$ cat config.mk
export PLATFORM = sky130hd
export DESIGN_NAME = ether_in
export DESIGN_NICKNAME = d
export VERILOG_FILES = /design/src/rtl/ether_pkg.sv /design/src/rtl/ether_in_crc32.sv /design/src/rtl/ether_in.sv
export SDC_FILE = /design/constraint.sdc
export NUM_CORES = 1
export LEC_CHECK = 0
export ABC_AREA = 0
export CORE_MARGIN = 4
export CORE_UTILIZATION = 40
export CTS_CLUSTER_SIZE = 10
export DETAILED_ROUTE_END_ITERATION = 12
export GPL_TIMING_DRIVEN = 0
export SLEW_MARGIN = 20
export SYNTH_ARGS = -nofsm -noshare
export SYNTH_HDL_FRONTEND = slang
export SYNTH_SLANG_ARGS = --single-unit
$ cat constraint.sdc
create_clock -name clk -period 1.8 [get_ports clk]
set_input_delay 0.36 -clock clk [delete_from_list [all_inputs] [get_ports clk]]
set_output_delay 0.36 -clock clk [all_outputs]
set_load 0.05 [all_outputs]
$ cat src/rtl/ether_pkg.sv
// Shared definitions for the RMII Ethernet receive/transmit pair.
package ether_pkg;

  typedef enum logic [2:0] {
    WAIT_IDLE,
    IDLE,
    PREAMBLE,
    HEADER,
    PAYLOAD
  } rx_state_t;

  localparam int unsigned HDR_DIBITS = 56;
  localparam int unsigned DA_DIBITS  = 24;
  localparam int unsigned FCS_DIBITS = 16;

  localparam logic [1:0]  PREAMBLE_DIBIT = 2'b01;
  localparam logic [1:0]  SFD_DIBIT      = 2'b11;
  localparam logic [47:0] BCAST_MAC      = 48'hFFFF_FFFF_FFFF;

  // Reflected CRC-32 polynomial (bit 0 is the first bit on the wire)
  localparam logic [31:0] CRC_POLY = 32'hEDB8_8320;

  // Advance the reflected CRC by one dibit; d[0] is the earlier bit in time
  function automatic logic [31:0] crc32_dibit(input logic [31:0] c, input logic [1:0] d);
    logic [31:0] r;
    r = c;
    for (int unsigned i = 0; i < 2; i++) begin
      if (r[0] ^ d[i]) r = (r >> 1) ^ CRC_POLY;
      else             r = r >> 1;
    end
    return r;
  endfunction

endpackage

$ cat src/rtl/ether_in_crc32.sv
// Dibit-serial CRC-32. axiod is the final FCS in emission order: the first
// dibit sent on the wire sits in [31:30], matching the receiver's delay line.
module crc32
  import ether_pkg::*;
(
  input  logic        clk,
  input  logic        rst,
  input  logic        axiiv,
  input  logic [1:0]  axiid,
  output logic        axiov,
  output logic [31:0] axiod
);

  logic [31:0] crc_q;
  logic        axiov_q;

  // CRC accumulator: preset to all ones, advanced once per valid dibit
  always_ff @(posedge clk) begin
    if (rst) begin
      crc_q   <= '1;
      axiov_q <= 1'b0;
    end else if (axiiv) begin
      crc_q   <= crc32_dibit(crc_q, axiid);
      axiov_q <= 1'b1;
    end
  end

  // Invert and reorder into wire dibit order: dibit k = {c[2k+1], c[2k]}
  always_comb begin
    axiod = '0;
    for (int unsigned k = 0; k < 16; k++) begin
      axiod[31-2*k] = ~crc_q[2*k+1];
      axiod[30-2*k] = ~crc_q[2*k];
    end
  end

  assign axiov = axiov_q;

endmodule

$ cat src/rtl/ether_in.sv
// RMII frame receiver: preamble/SFD hunt, MAC header strip with DA filter and
// EtherType capture, FCS-stripped payload stream, end-of-frame status.
module ether_in
  import ether_pkg::*;
#(
  parameter logic [47:0] MY_MAC       = 48'hFFFF_FFFF_FFFF,
  parameter int unsigned MIN_PREAMBLE = 16
) (
  input  logic        clk,
  input  logic        rst_n,
  input  logic        crsdv,
  input  logic [1:0]  rxd,
  output logic        axiov,
  output logic [1:0]  axiod,
  output logic [15:0] ethertype,
  output logic        frame_done,
  output logic        fcs_ok,
  output logic        addr_ok
);

  localparam logic [5:0] DA_LAST   = 6'(DA_DIBITS - 1);
  localparam logic [5:0] ET_FIRST  = 6'(HDR_DIBITS - 8);
  localparam logic [5:0] HDR_LAST  = 6'(HDR_DIBITS - 1);
  localparam logic [4:0] FILL_FULL = 5'(FCS_DIBITS);
  localparam logic [4:0] MIN_PRE   = 5'(MIN_PREAMBLE);

  rx_state_t   state_q, state_d;
  logic [4:0]  pre_cnt_q, pre_cnt_d;
  logic [5:0]  hdr_cnt_q, hdr_cnt_d;
  logic [45:0] da_sh_q, da_sh_d;
  logic        da_ok_q, da_ok_d;
  logic [13:0] et_sh_q, et_sh_d;
  logic [15:0] ethertype_q, ethertype_d;
  logic [31:0] dl_q, dl_d;
  logic [4:0]  fill_q, fill_d;
  logic        axiov_q, axiov_d;
  logic [1:0]  axiod_q, axiod_d;
  logic        frame_done_q, frame_done_d;
  logic        fcs_ok_q, fcs_ok_d;
  logic        addr_ok_q, addr_ok_d;

  logic        crc_rst;
  logic        crc_in_v;
  logic [1:0]  crc_in_d;
  logic        crc_out_v;
  logic [31:0] crc_out;
  logic [1:0]  evict;
  logic [47:0] da_full;

  crc32 u_crc (
    .clk   (clk),
    .rst   (crc_rst),
    .axiiv (crc_in_v),
    .axiid (crc_in_d),
    .axiov (crc_out_v),
    .axiod (crc_out)
  );

  assign evict   = dl_q[31:30];
  assign da_full = {da_sh_q, rxd};

  // All state and output registers
  always_ff @(posedge clk or negedge rst_n) begin
    if (!rst_n) begin
      state_q      <= WAIT_IDLE;
      pre_cnt_q    <= '0;
      hdr_cnt_q    <= '0;
      da_sh_q      <= '0;
      da_ok_q      <= 1'b0;
      et_sh_q      <= '0;
      ethertype_q  <= '0;
      dl_q         <= '0;
      fill_q       <= '0;
      axiov_q      <= 1'b0;
      axiod_q      <= '0;
      frame_done_q <= 1'b0;
      fcs_ok_q     <= 1'b0;
      addr_ok_q    <= 1'b0;
    end else begin
      state_q      <= state_d;
      pre_cnt_q    <= pre_cnt_d;
      hdr_cnt_q    <= hdr_cnt_d;
      da_sh_q      <= da_sh_d;
      da_ok_q      <= da_ok_d;
      et_sh_q      <= et_sh_d;
      ethertype_q  <= ethertype_d;
      dl_q         <= dl_d;
      fill_q       <= fill_d;
      axiov_q      <= axiov_d;
      axiod_q      <= axiod_d;
      frame_done_q <= frame_done_d;
      fcs_ok_q     <= fcs_ok_d;
      addr_ok_q    <= addr_ok_d;
    end
  end

  // Next-state, datapath and CRC feed selection
  always_comb begin
    state_d      = state_q;
    pre_cnt_d    = pre_cnt_q;
    hdr_cnt_d    = hdr_cnt_q;
    da_sh_d      = da_sh_q;
    da_ok_d      = da_ok_q;
    et_sh_d      = et_sh_q;
    ethertype_d  = ethertype_q;
    dl_d         = dl_q;
    fill_d       = fill_q;
    axiov_d      = 1'b0;
    axiod_d      = '0;
    frame_done_d = 1'b0;
    fcs_ok_d     = fcs_ok_q;
    addr_ok_d    = addr_ok_q;
    crc_rst      = 1'b0;
    crc_in_v     = 1'b0;
    crc_in_d     = rxd;

    case (state_q)
      WAIT_IDLE: begin
        crc_rst = 1'b1;
        if (!crsdv) state_d = IDLE;
      end

      IDLE: begin
        crc_rst = 1'b1;
        if (crsdv && rxd == PREAMBLE_DIBIT) begin
          state_d   = PREAMBLE;
          pre_cnt_d = 5'd1;
        end
      end

      PREAMBLE: begin
        crc_rst = 1'b1;
        if (!crsdv) begin
          state_d = IDLE;
        end else if (rxd == PREAMBLE_DIBIT) begin
          if (pre_cnt_q != '1) pre_cnt_d = pre_cnt_q + 5'd1;
        end else if (rxd == SFD_DIBIT && pre_cnt_q >= MIN_PRE) begin
          state_d   = HEADER;
          hdr_cnt_d = '0;
        end else begin
          state_d = WAIT_IDLE;
        end
      end

      HEADER: begin
        if (!crsdv) begin
          state_d = IDLE;
        end else begin
          crc_in_v  = 1'b1;
          hdr_cnt_d = hdr_cnt_q + 6'd1;
          if (hdr_cnt_q <= DA_LAST) da_sh_d = da_full[45:0];
          if (hdr_cnt_q == DA_LAST)
            da_ok_d = (da_full == MY_MAC) || (da_full == BCAST_MAC);
          if (hdr_cnt_q >= ET_FIRST) et_sh_d = {et_sh_q[11:0], rxd};
          if (hdr_cnt_q == HDR_LAST) begin
            ethertype_d = {et_sh_q, rxd};
            hdr_cnt_d   = '0;
            fill_d      = '0;
            state_d     = PAYLOAD;
          end
        end
      end

      PAYLOAD: begin
        if (!crsdv) begin
          // Delay line now holds exactly the received FCS
          frame_done_d = 1'b1;
          fcs_ok_d     = (fill_q == FILL_FULL) && crc_out_v && (crc_out == dl_q);
          addr_ok_d    = da_ok_q;
          state_d      = IDLE;
        end else begin
          dl_d = {dl_q[29:0], rxd};
          if (fill_q == FILL_FULL) begin
            crc_in_v = 1'b1;
            crc_in_d = evict;
            axiov_d  = da_ok_q;
            axiod_d  = da_ok_q ? evict : 2'b00;
          end else begin
            fill_d = fill_q + 5'd1;
          end
        end
      end

      default: state_d = WAIT_IDLE;
    endcase
  end

  assign axiov      = axiov_q;
  assign axiod      = axiod_q;
  assign ethertype  = ethertype_q;
  assign frame_done = frame_done_q;
  assign fcs_ok     = fcs_ok_q;
  assign addr_ok    = addr_ok_q;

endmodule

# Yosys cells after proc, flatten, opt, wreduce, memory -nomap -nowiden
# Cells that the tools add are included.
[word_totals]
input_bits = 5
output_inout_bits = 22
memories = 0
romBits = 0
wordCells = 149
ram_bits = 0
latch_bits = 0
reg_bits = 167
[op_classes]
mul = 0
n_div = 0
eq_ne = 25
add_sub_neg = 3
n_bitwise = 37
mux = 45
magnitude_cmp = 3
reduce_logical = 20
shifts = 0
[ops]
columns = ["operator", "n"]
rows = [
  ["32-bit 2-to-1 mux", 4],
  ["48-bit == test, second input constant", 1],
  ["5-bit 2-to-1 mux", 8],
  ["1-bit NOT", 33],
  ["32-bit == test", 1],
  ["6-bit 2-to-1 mux", 5],
  ["13-bit NOT with 14-bit output", 2],
  ["2-bit inequality test, second input constant", 11],
  ["5-bit case mux with 2 select lines", 2],
  ["3-bit 2-to-1 mux", 6],
  ["2-bit 2-to-1 mux", 8],
  ["5-bit AND reduction", 3],
  ["3-bit case mux with 4 select lines", 1],
  ["6-bit case mux with 2 select lines", 1],
  ["3-bit AND reduction", 4],
  ["5-bit by 1-bit adder with 5-bit output, second input constant", 2],
  ["1-bit 2-to-1 mux", 9],
  ["6-bit by 1-bit adder with 6-bit output, second input constant", 1],
  ["3-bit by 2-bit == test with 1-bit output, second input constant", 2],
  ["6-bit by 5-bit == test with 1-bit output, second input constant", 1],
  ["6-bit == test, second input constant", 1],
  ["6-bit >= comparator, second input constant", 1],
  ["6-bit by 5-bit less-or-equal comparator with 1-bit output, second input constant", 1],
  ["3-bit inequality test, second input constant", 2],
  ["16 further kinds", 23],
]

# Longest topological paths before layout
[depth]
depth_word = 10
depth_mapped = 10
depth_no_buf = 8

# Cells and area by module
# A second synthesis with hierarchy kept.
[hier_totals]
hier_cells = 610
area_unflattened_um2 = 7528.5
[by_module_without_submodules]
columns = ["mod", "cells_each", "seq_area_each_um2", "n_inst", "area_each_um2"]
rows = [
  ["ether_in", 443, 3353.2, 1, 5990.7],
  ["crc32", 167, 660.6, 1, 1537.7],
]

# Least setup slack after synthesis
# OpenSTA, ideal clock, no wires.
[synth_path]
kind = "reg-to-reg"
from = "register fill_q[0]"
to = "register u_crc.crc_q[30]"
arrival_ns = 1.812
period_less_slack_ns = 1.939
setup_ns = 0.127
setup_slack_ns = -0.139
stages_incl_launch_ff = 10
cell_sequence = "dfrtp_1 -> inv_1 -> ha_1 -> nor4bb_1 -> buf_4 -> a22o_2 -> nand2_8 -> xnor2_4 -> and2_1 -> o21ai_2"
[synth_via]
elab_chain_cells = 10
elab_cells_between_ends = 14
cone_classes = "1 x eq/ne; 10 x mux; 3 x bitwise"
[synth_lines]
columns = ["element", "line_no", "text"]
rows = [
  ["from (decl)", "ether_in.sv:35", "logic [4:0] fill_q, fill_d;"],
  ["from (signal assigned)", "ether_in.sv:88", "fill_q <= fill_d;"],
  ["5-bit == test *", "ether_in.sv:173", "if (fill_q == FILL_FULL) begin"],
  ["2-bit 2-to-1 mux", "ether_in.sv:173", ""],
  ["2-bit 2-to-1 mux", "ether_in.sv:165", "if (!crsdv) begin"],
  ["2-bit 2-to-1 mux", "ether_in.sv:117", "case (state_q)"],
  ["1-bit XOR", "ether_pkg.sv:28", "if (r[0] ^ d[i]) r = (r >> 1) ^ CRC_POLY;"],
  ["32-bit 2-to-1 mux", "ether_pkg.sv:28", ""],
  ["32-bit 2-to-1 mux", "ether_in_crc32.sv:22", "end else if (axiiv) begin"],
  ["32-bit 2-to-1 mux", "ether_in_crc32.sv:19", "if (rst) begin"],
  ["13-bit NOT with 14-bit output (no line)", "--", ""],
  ["32-bit 2-to-1 mux", "ether_pkg.sv:28", ""],
  ["to (signal assigned)", "ether_in_crc32.sv:23", "crc_q <= crc32_dibit(crc_q, axiid);"],
  ["to (decl)", "ether_in_crc32.sv:14", "logic [31:0] crc_q;"],
]
# Every way passes the cells marked *; elsewhere a longest branch is shown, timed or not. The select of a mux whose other input is x is not followed.
# A chain may end at the register's enable or synchronous reset.

# Final worst setup path
[layout_path]
from = "register fill_q[0]"
to = "register u_crc.crc_q[23]"
# The elaborated chain is that of the path after synthesis.

==> impl_results.md <==
* Total GRT Usage at 0.158
* Total setup violations reported at the end of the flow at 93
* Dominant cell type by area after synthesis: dfrtp_1
* Pin count of the biggest net entering global routing at 88
* Synth-to-Final Area Change at 25.3%
* Post-Synth XOR/XNOR Area at 0.0619
* Vias at 4,975
* Filler Cell Count at around 1,500
* Critical Path Start Type: flop
* Slew headroom at 0.517
* Placement row count at between 40 and 50
* Cell Count, Final, Fillers Out at 933
* Result of the run: complete, but fails checks
* Number of flops mapped to enable cells by yosys at 0
* Yosys warns at 0
* Area taken by multi-input logic gates at between 3000 and 4000 µm²
* Die width at 144 µm
* Residual overflow from global routing at 0
* Transition at the pin with the smallest max-transition slack at 0.724 ns
* Power density cells at 1050 nW/µm²
* M1 WL at 7.28 mm
* Share of synthesized registers carrying an async set or reset at 0.802
* Antenna violation net count after detailed routing at 0
* Number of violations reported at the end of detailed-routing iteration 0 at 287
* Core Region at 18,000 µm²
* TritonCTS sink count at 167
* Setup Crit Path Kind: flop to flop
* Number of vias per cell at 5.33
* Fraction of the mapped netlist area in compound gates at 0.0590
* Critical path data arrival time at 2.32 ns
* Sequential cell area in the final layout at ~4000 µm²
* WL/cell at 17.1 µm
* Hold violation total from the final report at 0
* WHS at between 0.4 and 0.5 ns
* Die Y at about 140 µm
* Initial Util at 0.409
* Placed wire-length estimate at 9.82 mm
* Post-synth cell types at 51
* Area fraction of the dominant cell type after synthesis at 0.455
* Category of the worst setup path capture point: flop
* Basic-gate share of the synthesized area counting and, or, nand and nor cells at 0.124
* Worst-Skew Late Latency at 0.43 ns
* CP max FO at 7
* Final #Nets at 701
* Clock Root Buffer: clkbuf_16
* Number of levels the H-tree was split into at 4
* TritonCTS clock tree: built
* Initial DRT Pass Iterations at 5
* Number of standard cells after synthesis at 613
* Standby leakage power at 0.00426 µW
* Number of I/O port buffers at 24
* Violations in the final reports: setup timing
* Setup repair after global routing missed its margin: yes
* Met2 wirelength from detailed routing at 7.70 mm
* Proportion of layout cells with a drive suffix above 1 at 0.362
* Residual DRC count at 0
* CTS clk-pin slew, worst paths at 0.07 ns
* Sequential fraction of the synthesis area at 0.544
* Die Outline Area at 20,700 µm²
* Final worst slack at -0.225 ns
* Final number of max-transition violations at 0
* Largest buffer count on any clock path at 2
* Amount of wire on met3 after detailed routing at approximately 640 µm
* Worst supply voltage drop on vdd at around 0.54 mV
* Top Ports at 27
* Flip-flop and latch count after synthesis at 167
* Vias in the first global route at 4,877
* # Max-Cap Violations at 0
* Critical path data required time at 2.10 ns
* Fmax at 0.494 GHz
* Largest family of logic cells by synthesized area: multiplexers
* Netlist area before placement at 7380 µm²
* Final weighted congestion of routability-driven global placement at 0.815
* First-pass GRT wire length at 25.7 mm
* Synth top area cells: dfrtp_1, mux2_2, dfxtp_1, xor2_1, nor2_1
* Average instance area after synthesis at around 12 µm²
* Minimum period implied by the final worst setup slack at 2.02 ns
* Drt total wl at 15.9 mm
* Hold Path Class: primary input to async pin
* Most used DFF post-synth: dfrtp_1
* Top layer used by detailed routing: met4
* Portion of netlist area occupied by mux cells at 0.174
* Antenna violations before repair at 0
* Post-synthesis adder-cell area fraction at 0.00848
* Setup WS pre-CTS at -0.735 ns
* Total placed cells including tap cells at between 800 and 900
* Final period util at 1.12
* TritonCTS buffer count at 17
* Fin Clk Skew at 0.00621 ns
* Antenna Cells at 0
* Number of nets in the synthesized netlist at 623
[synth_stat cells (2+ instances only)]
cell type / n
dfxtp_1: 33
a31oi_1: 2
a21oi_1: 9
o2111ai_1: 2
clkbuf_1: 5
and3_1: 6
nor3_1: 3
nor2_4: 2
xor2_1: 45
nand2_1: 40
inv_1: 5
nand3_1: 23
o21ai_1: 13
dfrtp_1: 134
a22o_1: 2
or2_1: 3
ha_1: 5
nor2b_1: 5
o21ai_0: 32
mux2_2: 102
nor2_1: 43
nor4_1: 6
xnor2_1: 4
nand2b_1: 9
and2_1: 4
buf_6: 5
o31ai_1: 2
buf_2: 10
and2_4: 2
o211ai_4: 2
buf_4: 7
nand4_1: 20
mux2_4: 9
or2_2: 2
[worst max-delay path: stages, from the launching register on]
cell      delay [ns]
dfrtp_1         0.38
inv_1           0.06
ha_1            0.14
nor4bb_4        0.20
buf_6           0.17
a22o_1          0.18
nand2_4         0.11
xnor2_4         0.19
buf_4           0.16
xor2_1          0.18
o21ai_1         0.11
[cell type report]
class | instances | area share
Multi-Input combinational cell | 413 | 0.369
Sequential cell | 167 | 0.434
Clock inverter | 12 | 0.0203
Timing Repair Buffer | 60 | 0.0691
Tap cell | 229 | 0.0310
Clock buffer | 20 | 0.0483
Buffer | 27 | 0.0257
Inverter | 5 | 0.00203
[cell usage in the layout, fill, tap and decap left out, types with 5 or more instances in the layout]
master         instances
buf_8                  6
mux2_4                10
and3_1                 6
nand3_1               21
buf_6                 12
inv_6                  5
nand2b_1               8
o21ai_0               19
dfrtp_1              134
xor2_1                41
nand4_1               20
nor2_1                38
dlygate4sd2_1         23
nand2_1               36
inv_1                  5
buf_4                 33
nor2_4                 6
clkbuf_16             17
nor2b_1                5
mux2_2               101
dfxtp_1               33
o21ai_1               22
a21oi_1                9
[final timing paths]
check                             endpoint  slack, ns   startpoint  cells past startpoint
max                        u_crc.crc_q[23]      -0.22    fill_q[0]                     10
min                               dl_q[21]       0.42        rst_n                      2
max reg2reg                u_crc.crc_q[23]      -0.22    fill_q[0]                     10
min reg2reg                    u_crc.axiov       0.49  u_crc.axiov                      2
max in group asynchronous      da_sh_q[15]       0.64        rst_n                      3
min in group clk               u_crc.axiov       0.49  u_crc.axiov                      2
[metrics by stage]
step                total power (µW)  TNS, ns   util  cell area (µm²)
global placement                5280  -728.18  0.439             7920
finish                          9680   -11.12  0.513             9250
detailed placement              5340   -79.20  0.441             7950
CTS                             9570    -8.98  0.502             9040
floorplan                       4990   -0.887      -             7390
global route                   10100   -19.20  0.513             9250
[per-layer routing]
metal,global-route usage,vias to the layer above
li1,-,2313
met1,0.217,2519
met2,0.251,119
met3,0.0323,24
met4,0.0560,0
met5,0,-
[where the power goes]
part / switching, µW / internal [µW]
registers: 182 / 3940
clock network: 1530 / 2390
logic: 864 / 769
total: 2580 / 7100
[state kept, by name (all words and copies together) (netlist names)]
name,flops
u_crc.axiov,1
frame_done,1
dl_q,32
axiov,1
pre_cnt_q,5
da_sh_q,46
addr_ok,1
ethertype,16
u_crc.crc_q,32
axiod,2
et_sh_q,14
state_q,3
da_ok_q,1
hdr_cnt_q,6
fill_q,5
fcs_ok,1
[repair_timing]
action	4_1_cts	5_1_grt
hold buffers	1	0
endpoints found under the hold margin	47	0
cloned	4	0
pin swaps	12	12
buffers inserted	23	7
setup endpoints to repair	162	119
gates resized for setup	75	39
[kinds of logic after synthesis]
| group | after synthesis |
|---|---|
| flops | 167 |
| compound gates | 71 |
| mux | 111 |
| fa+ha+maj | 5 |
| xor+xnor | 50 |
| simple gates | 176 |
| buf+inv | 33 |
Power figures use the tool's default switching activity.
